`src/rtl/instr_stream_encoder_if.sv`:
```
// instr_stream_encoder_if: descriptor handshake plus instruction-memory write port
interface instr_stream_encoder_if #(parameter int DEPTH_W = 8);
    logic               in_valid_i;
    logic               in_ready_o;
    logic [3:0]         kind_i;
    logic [4:0]         rs_i;
    logic [4:0]         rt_i;
    logic [4:0]         rd_i;
    logic [4:0]         shamt_i;
    logic [15:0]        imm_i;
    logic [DEPTH_W-1:0] target_i;
    logic               last_i;
    logic               mem_we_o;
    logic [31:0]        mem_addr_o;
    logic [31:0]        mem_data_o;
    modport slave (
        input  in_valid_i, kind_i, rs_i, rt_i, rd_i, shamt_i, imm_i, target_i, last_i,
        output in_ready_o, mem_we_o, mem_addr_o, mem_data_o
    );
    modport master (
        output in_valid_i, kind_i, rs_i, rt_i, rd_i, shamt_i, imm_i, target_i, last_i,
        input  in_ready_o, mem_we_o, mem_addr_o, mem_data_o
    );
endinterface

```
`src/rtl/instr_stream_encoder.sv`:
```
// instr_stream_encoder: packs symbolic descriptors into MIPS words and writes them sequentially to instruction memory
module instr_stream_encoder #(
    parameter int          DEPTH_W   = 8,
    parameter logic [31:0] BASE_ADDR = 32'h0000_0000
) (
    input  logic                 clk_i,
    input  logic                 rst_i,
    input  logic                 start_i,
    instr_stream_encoder_if.slave bus,
    output logic [DEPTH_W:0]     count_o,
    output logic                 busy_o,
    output logic                 done_o,
    output logic [1:0]           err_o
);
    typedef enum logic [2:0] {S_IDLE, S_RUN, S_WRITE, S_DONE, S_ERR} state_t;
    state_t             r_state, w_next;
    logic [DEPTH_W-1:0] r_idx;
    logic [DEPTH_W:0]   r_count;
    logic [1:0]         r_err;
    logic               r_last;
    logic [31:0]        r_addr, r_data, w_word, w_jt;
    logic [DEPTH_W:0]   w_off;
    logic [15:0]        w_bimm;
    logic               w_accept, w_illegal, w_start;
    assign w_accept  = bus.in_valid_i && r_state == S_RUN;
    assign w_illegal = bus.kind_i < 4'd7 && bus.rd_i == 5'd0;
    assign w_start   = start_i && (r_state == S_IDLE || r_state == S_DONE || r_state == S_ERR);
    // Branch offset is relative to the slot after the branch, sign-extended from DEPTH_W+1 bits
    assign w_off  = {1'b0, bus.target_i} - {1'b0, r_idx} - (DEPTH_W+1)'(1);
    assign w_bimm = 16'($signed(w_off));
    assign w_jt   = (BASE_ADDR >> 2) + 32'(bus.target_i);
    always_comb begin
        w_word = '0;
        case (bus.kind_i)
            4'd0:  w_word = {6'h00, bus.rs_i, bus.rt_i, bus.rd_i, 5'd0, 6'h20};
            4'd1:  w_word = {6'h00, bus.rs_i, bus.rt_i, bus.rd_i, 5'd0, 6'h22};
            4'd2:  w_word = {6'h00, bus.rs_i, bus.rt_i, bus.rd_i, 5'd0, 6'h24};
            4'd3:  w_word = {6'h00, bus.rs_i, bus.rt_i, bus.rd_i, 5'd0, 6'h25};
            4'd4:  w_word = {6'h00, bus.rs_i, bus.rt_i, bus.rd_i, 5'd0, 6'h2A};
            4'd5:  w_word = {6'h00, 5'd0, bus.rt_i, bus.rd_i, bus.shamt_i, 6'h03};
            4'd6:  w_word = {6'h00, bus.rs_i, bus.rt_i, bus.rd_i, 5'd0, 6'h07};
            4'd7:  w_word = {6'h08, bus.rs_i, bus.rt_i, bus.imm_i};
            4'd8:  w_word = {6'h0B, bus.rs_i, bus.rt_i, bus.imm_i};
            4'd9:  w_word = {6'h0F, 5'd0, bus.rt_i, bus.imm_i};
            4'd10: w_word = {6'h0D, bus.rs_i, bus.rt_i, bus.imm_i};
            4'd11: w_word = {6'h04, bus.rs_i, bus.rt_i, w_bimm};
            4'd12: w_word = {6'h05, bus.rs_i, bus.rt_i, w_bimm};
            4'd13: w_word = {6'h23, bus.rs_i, bus.rt_i, bus.imm_i};
            4'd14: w_word = {6'h2B, bus.rs_i, bus.rt_i, bus.imm_i};
            default: w_word = {6'h02, w_jt[25:0]};
        endcase
    end
    always_ff @(posedge clk_i) begin
        if (rst_i) r_state <= S_IDLE;
        else       r_state <= w_next;
    end
    always_comb begin
        w_next = r_state;
        case (r_state)
            S_IDLE, S_DONE, S_ERR: w_next = w_start ? S_RUN : r_state;
            S_RUN:   w_next = bus.in_valid_i ? (w_illegal ? S_ERR : S_WRITE) : S_RUN;
            S_WRITE: w_next = r_last ? S_DONE : (&r_idx ? S_ERR : S_RUN);
            default: w_next = S_IDLE;
        endcase
    end
    always_ff @(posedge clk_i) begin
        if (rst_i) begin
            r_idx   <= '0;
            r_count <= '0;
            r_err   <= 2'd0;
            r_last  <= 1'b0;
            r_addr  <= BASE_ADDR;
            r_data  <= '0;
        end else begin
            if (w_start) begin
                r_idx   <= '0;
                r_count <= '0;
                r_err   <= 2'd0;
            end
            if (w_accept && w_illegal) r_err <= 2'd1;
            if (w_accept && !w_illegal) begin
                r_data <= w_word;
                r_addr <= BASE_ADDR + 32'({r_idx, 2'b00});
                r_last <= bus.last_i;
            end
            if (r_state == S_WRITE) begin
                r_idx   <= r_idx + DEPTH_W'(1);
                r_count <= r_count + (DEPTH_W+1)'(1);
                if (!r_last && &r_idx) r_err <= 2'd2;
            end
        end
    end
    assign bus.in_ready_o = r_state == S_RUN;
    assign bus.mem_we_o   = r_state == S_WRITE;
    assign bus.mem_addr_o = r_addr;
    assign bus.mem_data_o = r_data;
    assign count_o        = r_count;
    assign busy_o         = r_state == S_RUN || r_state == S_WRITE;
    assign done_o         = r_state == S_DONE;
    assign err_o          = r_err;
endmodule

```
`src/flat_wrapper.sv`:
```
// flat-port wrapper written by rule: the top's interface ports become plain ports
module instr_stream_encoder_flat 
#(
    parameter int          DEPTH_W   = 8,
    parameter logic [31:0] BASE_ADDR = 32'h0000_0000
)
  (clk_i, rst_i, start_i, count_o, busy_o, done_o, err_o, bus_in_valid_i, bus_kind_i, bus_rs_i, bus_rt_i, bus_rd_i, bus_shamt_i, bus_imm_i, bus_target_i, bus_last_i, bus_in_ready_o, bus_mem_we_o, bus_mem_addr_o, bus_mem_data_o);
  instr_stream_encoder_if #(.DEPTH_W(DEPTH_W)) bus_i ();
  input  logic clk_i;
  input  logic rst_i;
  input  logic start_i;
  output logic [DEPTH_W:0] count_o;
  output logic busy_o;
  output logic done_o;
  output logic [1:0] err_o;
  input wire logic [$bits(bus_i.in_valid_i)-1:0] bus_in_valid_i;
  input wire logic [$bits(bus_i.kind_i)-1:0] bus_kind_i;
  input wire logic [$bits(bus_i.rs_i)-1:0] bus_rs_i;
  input wire logic [$bits(bus_i.rt_i)-1:0] bus_rt_i;
  input wire logic [$bits(bus_i.rd_i)-1:0] bus_rd_i;
  input wire logic [$bits(bus_i.shamt_i)-1:0] bus_shamt_i;
  input wire logic [$bits(bus_i.imm_i)-1:0] bus_imm_i;
  input wire logic [$bits(bus_i.target_i)-1:0] bus_target_i;
  input wire logic [$bits(bus_i.last_i)-1:0] bus_last_i;
  output wire logic [$bits(bus_i.in_ready_o)-1:0] bus_in_ready_o;
  output wire logic [$bits(bus_i.mem_we_o)-1:0] bus_mem_we_o;
  output wire logic [$bits(bus_i.mem_addr_o)-1:0] bus_mem_addr_o;
  output wire logic [$bits(bus_i.mem_data_o)-1:0] bus_mem_data_o;
  assign bus_i.in_valid_i = bus_in_valid_i;
  assign bus_i.kind_i = bus_kind_i;
  assign bus_i.rs_i = bus_rs_i;
  assign bus_i.rt_i = bus_rt_i;
  assign bus_i.rd_i = bus_rd_i;
  assign bus_i.shamt_i = bus_shamt_i;
  assign bus_i.imm_i = bus_imm_i;
  assign bus_i.target_i = bus_target_i;
  assign bus_i.last_i = bus_last_i;
  assign bus_in_ready_o = bus_i.in_ready_o;
  assign bus_mem_we_o = bus_i.mem_we_o;
  assign bus_mem_addr_o = bus_i.mem_addr_o;
  assign bus_mem_data_o = bus_i.mem_data_o;
  instr_stream_encoder #(.DEPTH_W(DEPTH_W), .BASE_ADDR(BASE_ADDR)) u_core (.clk_i(clk_i), .rst_i(rst_i), .start_i(start_i), .bus(bus_i), .count_o(count_o), .busy_o(busy_o), .done_o(done_o), .err_o(err_o));
endmodule
```
`config.mk`:
```
export PLATFORM = sky130hd
export DESIGN_NAME = instr_stream_encoder_flat
export DESIGN_NICKNAME = d
export VERILOG_FILES = /design/src/rtl/instr_stream_encoder_if.sv /design/src/rtl/instr_stream_encoder.sv /design/src/flat_wrapper.sv
export SDC_FILE = /design/constraint.sdc
export NUM_CORES = 1
export LEC_CHECK = 0
export BUFFER_PORTS_ARGS = -buffer_cell sky130_fd_sc_hd__buf_2
export CORE_AREA = 2 2 92 94
export DETAILED_ROUTE_END_ITERATION = 16
export DIE_AREA = 0 0 94 96
export PLACE_DENSITY = 0.75
export REMOVE_ABC_BUFFERS = 1
export SLEW_MARGIN = 30
export SYNTH_ARGS = -nofsm -noshare
export SYNTH_HDL_FRONTEND = slang
export SYNTH_SLANG_ARGS = --single-unit
export TNS_END_PERCENT = 10
```
`constraint.sdc`:
```
create_clock -name clk_i -period 3.1 [get_ports clk_i]
set_clock_uncertainty 0.15 [all_clocks]
set_input_delay 0.31 -clock clk_i [delete_from_list [all_inputs] [get_ports clk_i]]
set_output_delay 0.31 -clock clk_i [all_outputs]
set_load 0.01 [all_outputs]
```
Word level (Yosys, flattened, before mapping)
Index checks and enable logic that the tools add are counted.
Cells by class
  shift operators: 0
  bitwise gates (word level): 0
  div/mod/pow operators: 0
  equal/unequal tests: 19
  multiply operators: 0
  muxes and demuxes: 15
  add/sub/neg operators: 4
  $lt $le $gt $ge: 1
  reduce and logical (&&, ||, !) cells: 17
Operators by type and width (count)
  32-bit one-hot mux with 15 select lines: 1
  4-bit == test (second input constant): 7
  9-bit two-way mux: 2
  4-bit by 3-bit == test with 1-bit output (second input constant): 4
  8-bit two-way mux: 2
  3-bit two-way mux: 5
  9-bit by 1-bit adder with 9-bit output (second input constant): 1
  3-bit one-hot mux with 3 select lines: 1
  8-bit by 8-bit subtractor with 9-bit output: 1
  9-bit by 1-bit subtractor with 9-bit output (second input constant): 1
  8-bit by 1-bit adder with 8-bit output (second input constant): 1
  4-bit by 2-bit == test with 1-bit output (second input constant): 2
  2-bit two-way mux: 4
  8-bit AND reduction: 1
  3-bit by 2-bit == test with 1-bit output (second input constant): 2
  1-bit logical AND: 6
  5-bit logical NOT: 1
  4-bit by 1-bit == test with 1-bit output (second input constant): 1
  4-bit logical NOT: 1
  4-bit by 3-bit less-than comparator with 1-bit output (second input constant): 1
  3-bit by 1-bit == test with 1-bit output (second input constant): 1
  3-bit == test (second input constant): 1
  3-bit logical NOT: 1
  1-bit logical OR: 3
  4 further kinds: 5
Storage, ports and cells
  memory bits (read-only): 0
  memories: 0
  register bits after elaboration: 63
  output and inout bits: 79
  bits in latches: 0
  RAM bits: 0

Longest topological paths before layout
Gate-level depths: netlist of the first run.
  word-level depth: 8
  mapped depth: 8

Least setup slack after synthesis of the first run
OpenSTA, ideal clock, no wires.
  path type: register to register
  start: register u_core.r_idx[0]
  end: register u_core.r_data[10], in the netlist u_core.bus.mem_data_o[10]
  cell stages (with the launch flop): 9
  arrival time: 2.097 ns
  required time: 2.864 ns
  slack: 0.768 ns
  path through: dfxtp_1 -> inv_1 -> ha_1 -> fa_1 -> a21o_1 -> a221oi_1 -> o211a_1 -> a21oi_1 -> a211oi_1
On the way
  word-level cells in the longest chain between the ends: 3
Ends and longest elaborated chain
  start, declared: RTL line instr_stream_encoder.sv:17  | logic [DEPTH_W-1:0] r_idx;
  start signal, assigned: RTL line instr_stream_encoder.sv:87  | r_idx <= r_idx + DEPTH_W'(1);
  8-bit by 8-bit subtractor with 9-bit output: RTL line instr_stream_encoder.sv:29  | assign w_off = {1'b0, bus.target_i} - {1'b0, r_idx} - (DEPTH_W+1)'(1);
  9-bit by 1-bit subtractor with 9-bit output: RTL line instr_stream_encoder.sv:29
  32-bit one-hot mux with 15 select lines: RTL line instr_stream_encoder.sv:34  | case (bus.kind_i)
  end signal, assigned: RTL line instr_stream_encoder.sv:82  | r_data <= w_word;
  end, declared: RTL line instr_stream_encoder.sv:21  | logic [31:0] r_addr, r_data, w_word, w_jt;
Every way passes these cells.
A chain may end at the register's enable or synchronous reset.

Final worst setup path of the first run
  start: register u_core.r_idx[0]
  end: register u_core.r_data[13], in the netlist u_core.bus.mem_data_o[13]
The elaborated chain is that of the path after synthesis.

==> results of run 1 <==
[cell usage after synthesis, types with 5 or more instances]
cell      instances
and3_1            7
nand3_1          31
a22oi_1           9
a21oi_1          61
mux2_2            7
buf_4            29
ha_1             10
nand2b_1          7
buf_2            10
a21o_1            5
a31oi_1           7
nand4_1           5
o21ai_0          30
nand3b_1          7
or3_1             5
clkbuf_1         19
a221oi_1          7
o32ai_1           7
dfxtp_1          62
nand2_1          61
inv_1            12
nor3_1            5
a211oi_1         10
o22ai_1           5
o211ai_1          8
nor2_1           32
nor2b_1           6
[layout make-up]
type	count	area (um2)
Tap cell	105	131
Sequential cell	62	1240
Clock buffer	10	128
Timing Repair Buffer	117	613
Multi-Input combinational cell	403	2390
Clock inverter	6	86.3
Inverter	15	56.3
Fill cell	762	3410
[power by group through the flow]
stage	Clock [mW]	Sequential (mW)	Combinational, mW
after CTS	0.785	0.832	0.351
final	0.774	0.832	0.353
after floorplan	0	0.856	0.183
after detailed placement	0	0.850	0.350
after global routing	0.819	0.834	0.393
after global placement	0	0.849	0.343
[critical path, stage by stage (launching register included)]
cell and delay, ps:
dfxtp_1 410, inv_1 90, ha_1 220, fa_1 420, a21o_1 220, a221oi_1 420, o211a_1 380, o21ai_0 160
a21oi_1 180
[worst paths after layout]
check                            startpoint                         to
setup / recovery            u_core.r_idx[0]  u_core.bus.mem_data_o[13]
hold / removal                  bus_rs_i[4]  u_core.bus.mem_data_o[25]
setup reg to reg            u_core.r_idx[0]  u_core.bus.mem_data_o[13]
hold reg to reg   u_core.bus.mem_data_o[28]  u_core.bus.mem_data_o[28]
[through the flow]
step | power (mW) | setup slack (ps) | cell area [um2]
2_1_floorplan | 1.04 | 440 | 3680
3_3_place_gp | 1.19 | 567 | 4430
3_5_place_dp | 1.20 | 420 | 4430
4_1_cts | 1.97 | 401 | 4640
5_1_grt | 2.05 | 210 | 4640
6_report | 1.96 | 385 | 4640
[placed cells by master, fill, tap and decap left out, types with 3 or more instances in the layout]
cell	synthesis	final
a22oi_1	9	9
a211oi_1	10	10
nand2b_1	7	7
inv_1	12	12
nor2b_1	6	6
o41ai_1	3	3
and3_1	7	7
nor3b_1	3	3
o211ai_1	8	8
nand3b_1	7	7
mux2_2	7	7
a21oi_1	61	61
a31oi_1	7	6
and3b_1	3	3
dfxtp_1	62	62
ha_1	10	10
buf_2	10	106
nand2_1	61	61
nor2_1	32	32
nor3_1	5	5
clkbuf_8	0	9
o21ai_0	30	30
a21o_1	5	5
nand4_1	5	5
nand3_1	31	31
nor4_1	3	3
o32ai_1	7	7
o22ai_1	5	5
buf_4	29	11
or3_1	5	5
a221oi_1	7	7
xnor2_1	3	3
conb_1	1	25
[cells by family after synthesis]
family	count (synthesis)	synth area share [%]
muxes	8	2.25
buffers and inverters	77	10.6
AOI/OAI and AO/OA	169	27.4
and+or+nand+nor	185	23.5
other	1	0.0949
DFF	62	31.4
adders and majority gates	11	3.67
xor gates and xnor gates	5	1.11
[per-layer routing]
metal | vias up | GRT usage, %
met4 | 0 | 8.09
li1 | 2026 | -
met1 | 1902 | 30.4
met3 | 19 | 4.23
met2 | 155 | 39.8
met5 | - | 0
[state kept, by name, summed over array words and instances, names as in the netlist]
| signal | count |
|---|---|
| u_core.count_o | 9 |
| u_core.bus.mem_data_o | 31 |
| u_core.r_last | 1 |
| u_core.r_state | 3 |
| u_core.bus.mem_addr_o | 8 |
| u_core.err_o | 2 |
| u_core.r_idx | 8 |
==> impl_metrics.env, run 1 <==
export IMPL_outcome="finished, final reports clean"
export IMPL_routed_via_density=5.71
export IMPL_syn_avg_cell_area_um2=7.63
export IMPL_p_clk_share_pct=39.5
export IMPL_min_path_type="input pin to register"
export IMPL_final_antenna_net_count=0
export IMPL_remaining_drc_errors=0
export IMPL_track_usage_pct=23.6
export IMPL_synth_area_leader_cell="dfxtp_1"
export IMPL_p_comb_share_pct=18.0
export IMPL_power_density_nw_per_um2=422
export IMPL_finalNetCount=672
export IMPL_netlist_area_leader_share_pct=31.4
export IMPL_grt_pass1_vias=3677
export IMPL_ctsHoldBuffers=0
export IMPL_first_iter_violations=266
export IMPL_ys_ff_latch=62
export IMPL_grt_max_degree=38
export IMPL_synthesis_instances=518
export IMPL_crit_fanout=8
export IMPL_tns_ps=0
export IMPL_peakVddDrop_v=0.000208
export IMPL_p_seq_share_pct=42.5
export IMPL_clk_latency_ps=340
export IMPL_layout_min_cycle_time_ps=2720
export IMPL_grt_overflow_total=0
export IMPL_whs_ps=52.1
export IMPL_holdPathStages=3
export IMPL_h_tree_depth=3
export IMPL_tightest_slew_ps=639
export IMPL_die_x_um=94
export IMPL_cts_tree="yes"
export IMPL_ys_types=63
export IMPL_p_leak_nw=1.93
export IMPL_wirelength_mm=10.5
export IMPL_top_layer_used="met4"
export IMPL_fmax_ghz=0.368
export IMPL_wl_met1_mm=4.57
export IMPL_synthArstFlopShare_pct=0
export IMPL_r2r_setup_slack_ps=380
export IMPL_synth_ff_type="dfxtp_1"
export IMPL_cts_sinks=62
export IMPL_setup_violations=0
export IMPL_cts_root_buf="clkbuf_8"
export IMPL_dr_pass1_iters=5
export IMPL_reg2reg_depth=8
export IMPL_routed_wl_met2_mm=4.98
export IMPL_worstSetupEndpointType="register"
export IMPL_core_um2=8050
export IMPL_intPower_mw=1.40
export IMPL_slew_viol_final=0
export IMPL_antenna_found_initial=0
export IMPL_utilization_pct=57.7
export IMPL_n_antenna_cell=0
export IMPL_cp_start_kind="register"
export IMPL_clk_pin_slew_ps=70
export IMPL_path_class="register to register"
export IMPL_wire_per_inst_um=14.6
export IMPL_fin_cells=718
export IMPL_syn_to_final_growth_pct=17.5
export IMPL_cts_setup_buffers=0
export IMPL_synth_edf_count=0
export IMPL_layout_worst_path_cycle_share_pct=87.6
export IMPL_switchingPower_mw=0.556
export IMPL_rsz0062_at_grt="false"
export IMPL_worstPathArrival_ps=2840
export IMPL_drv_cap=0
export IMPL_swShare_pct=28.4
export IMPL_die_y_um=96
export IMPL_place_congestion=0.929
export IMPL_io_buffers=106
export IMPL_synth_area_um2=3950
export IMPL_finalHoldViolCount=0
export IMPL_row_count=33
export IMPL_worstPathRequired_ps=3220
export IMPL_start_util_pct=49.1
export IMPL_cts_resized=0
export IMPL_vias=4102
export IMPL_ys_warn_count=0
export IMPL_dp_cells=702
export IMPL_io_pins=132
export IMPL_synth_area_leaders="dfxtp_1 (31%), a21oi_1 (7.7%), nand2_1 (5.8%)"
export IMPL_drive_above_1_share_pct=24.1
export IMPL_grt_pass1_wl_mm=17.0
export IMPL_wl_met3_um=728
export IMPL_clock_path_buffers=2
export IMPL_yosysSeqAreaShare_pct=31.4
export IMPL_cts_buffers=9
export IMPL_relSlewSlack_pct=57.4
export IMPL_dpl_hpwl_mm=7.69
export IMPL_floorplan_die_area_um2=9020
Power figures use the tool's default switching activity.
==> run 2: changes to the inputs <==
--- a/config.mk
+++ b/config.mk
@@ -6,10 +6,12 @@
 export NUM_CORES = 1
 export LEC_CHECK = 0
 export BUFFER_PORTS_ARGS = -buffer_cell sky130_fd_sc_hd__buf_2
-export CORE_AREA = 2 2 92 94
+export CORE_AREA = 2 2 103 105
+export CTS_BUF_LIST = sky130_fd_sc_hd__clkbuf_8
 export DETAILED_ROUTE_END_ITERATION = 16
-export DIE_AREA = 0 0 94 96
-export PLACE_DENSITY = 0.75
+export DIE_AREA = 0 0 105 107
+export MAX_ROUTING_LAYER = met4
+export PLACE_DENSITY = 0.62
 export REMOVE_ABC_BUFFERS = 1
 export SLEW_MARGIN = 30
 export SYNTH_ARGS = -nofsm -noshare
==> run 2 against run 1 <==
Against the previous run: count of clock-buffer cells in the layout shrank 1; non-clock buffer count shrank 1; critical path type unchanged; global-route usage shrank 3.0 points; register-to-register slack gained 20 ps.
==> impl_metrics.env, run 2 (same netlist as run 1, synthesis figures left out) <==
export IMPL_outcome="finished, final reports clean"
export IMPL_dp_cells=732
export IMPL_cts_sinks=62
export IMPL_track_usage_pct=20.6
export IMPL_path_class="register to register"
export IMPL_wirelength_mm=11.3
export IMPL_first_iter_violations=206
export IMPL_tightest_slew_ps=693
export IMPL_crit_slowest_cell="dfxtp_1"
export IMPL_dpl_hpwl_mm=8.11
export IMPL_hold_start="bus_rs_i[2]"
export IMPL_dr_pass1_iters=4
export IMPL_layout_min_cycle_time_ps=2700
export IMPL_worstPathRequired_ps=3230
export IMPL_crit_fanout=8
export IMPL_cts_resized=0
export IMPL_p_leak_nw=1.91
export IMPL_cts_setup_buffers=0
export IMPL_final_common_cell="buf_2"
export IMPL_grt_pass1_wl_mm=18.2
export IMPL_floorplan_die_area_um2=11200
export IMPL_path_buf_inv=1
export IMPL_remaining_drc_errors=0
export IMPL_core_um2=10100
export IMPL_syn_to_final_growth_pct=17.9
export IMPL_final_antenna_net_count=0
export IMPL_worstPathArrival_ps=2830
export IMPL_drv_cap=0
export IMPL_cts_root_buf="clkbuf_8"
export IMPL_reg2reg_from="u_core.r_idx[0]"
export IMPL_power_density_nw_per_um2=412
export IMPL_peakVddDrop_v=0.000173
export IMPL_largest_reg_flops=31
export IMPL_rsz0062_at_grt="false"
export IMPL_setup_violations=0
export IMPL_antenna_found_initial=0
export IMPL_drive_above_1_share_pct=24.2
export IMPL_relSlewSlack_pct=53.6
export IMPL_start_util_pct=39.1
export IMPL_h_tree_depth=3
export IMPL_layout_worst_path_cycle_share_pct=87.0
export IMPL_cp_start_kind="register"
export IMPL_place_congestion=0.845
export IMPL_fmax_ghz=0.371
export IMPL_final_cell_mix="buf_2 (106), dfxtp_1 (62), nand2_1 (61), a21oi_1 (61), nor2_1 (32)"
export IMPL_cts_buffers=9
export IMPL_worstSetupEndpointType="register"
export IMPL_clock_path_buffers=2
export IMPL_fin_cells=748
export IMPL_max_stage_delay_ps=440
export IMPL_die_x_um=105
export IMPL_finalHoldViolCount=0
export IMPL_grt_pass1_vias=3676
export IMPL_path_delay_family="compound AO/OA/AOI/OAI gates"
export IMPL_crit_start="u_core.r_idx[0]"
export IMPL_io_pins=132
export IMPL_ctsHoldBuffers=0
export IMPL_grt_overflow_total=0
export IMPL_routed_via_density=5.43
export IMPL_cts_tree="yes"
export IMPL_io_buffers=106
export IMPL_die_y_um=107
export IMPL_clk_pin_slew_ps=80
export IMPL_wire_per_inst_um=15.1
export IMPL_grt_max_degree=59
export IMPL_finalNetCount=671
export IMPL_clk_latency_ps=360
export IMPL_cp_cell_sequence="inv_1 -> ha_1 -> fa_1 -> a21o_1 -> a221oi_1 -> o211a_1 -> o21ai_0 -> a21oi_1"
export IMPL_vias=4059
export IMPL_n_antenna_cell=0
export IMPL_slew_viol_final=0
export IMPL_row_count=37
export IMPL_whs_ps=48.6
export IMPL_min_path_type="input pin to register"
export IMPL_tns_ps=0
==> run 2: changes by cell type in the layout (fill, tap and decap cells not counted) <==
cell	previous run	this run
clkinvlp_4	1	4
clkbuf_1	1	0
clkinv_4	1	0
clkinv_2	2	1
bufinv_16	2	1
buf_4	11	10
inv_6	0	1
==> run 2: layout make-up <==
cell class,instances,area (um2)
Inverter,15,56.3
Tap cell,136,170
Sequential cell,62,1240
Clock buffer,9,124
Multi-Input combinational cell,403,2390
Fill cell,1072,5430
Clock inverter,7,73.8
Timing Repair Buffer,116,606
==> run 2: power by group <==
part / internal, mW / switching [mW] / total, mW
clock: 0.372 / 0.358 / 0.730
sequential: 0.817 / 0.0140 / 0.831
combinational: 0.134 / 0.224 / 0.358
total: 1.32 / 0.596 / 1.92
==> run 2: path summary, 6_finish.rpt <==
check             depth (start not counted)                        end  slack (ps)
hold reg to reg                           2  u_core.bus.mem_data_o[18]         300
setup reg to reg                          8  u_core.bus.mem_data_o[15]         400
hold / removal                            3  u_core.bus.mem_data_o[23]          50
setup / recovery                          8  u_core.bus.mem_data_o[15]         400
==> run 2: worst register-to-register path, cell delays in order, from the launching register on <==
cell	delay, ps
dfxtp_1	440
inv_1	90
ha_1	220
fa_1	420
a21o_1	210
a221oi_1	390
o211a_1	380
o21ai_0	150
a21oi_1	180
==> run 2: per-stage QoR <==
stage | total power, mW | setup slack [ps] | util [%] | area, um2
final | 1.92 | 404 | 46.2 | 4660
after global routing | 2.02 | 221 | 46.2 | 4660
after CTS | 1.93 | 458 | 46.2 | 4660
after detailed placement | 1.20 | 477 | 44.2 | 4460
after global placement | 1.20 | 556 | 44.2 | 4460
after floorplan | 1.04 | 440 | - | 3680
==> run 2: layer usage <==
| layer | part of all wire (%) | global-route usage (%) |
|---|---|---|
| met5 | 0 | - |
| met4 | 1.3 | 6.10 |
| met2 | 47 | 32.6 |
| met3 | 5.5 | 4.80 |
| met1 | 46 | 26.3 |
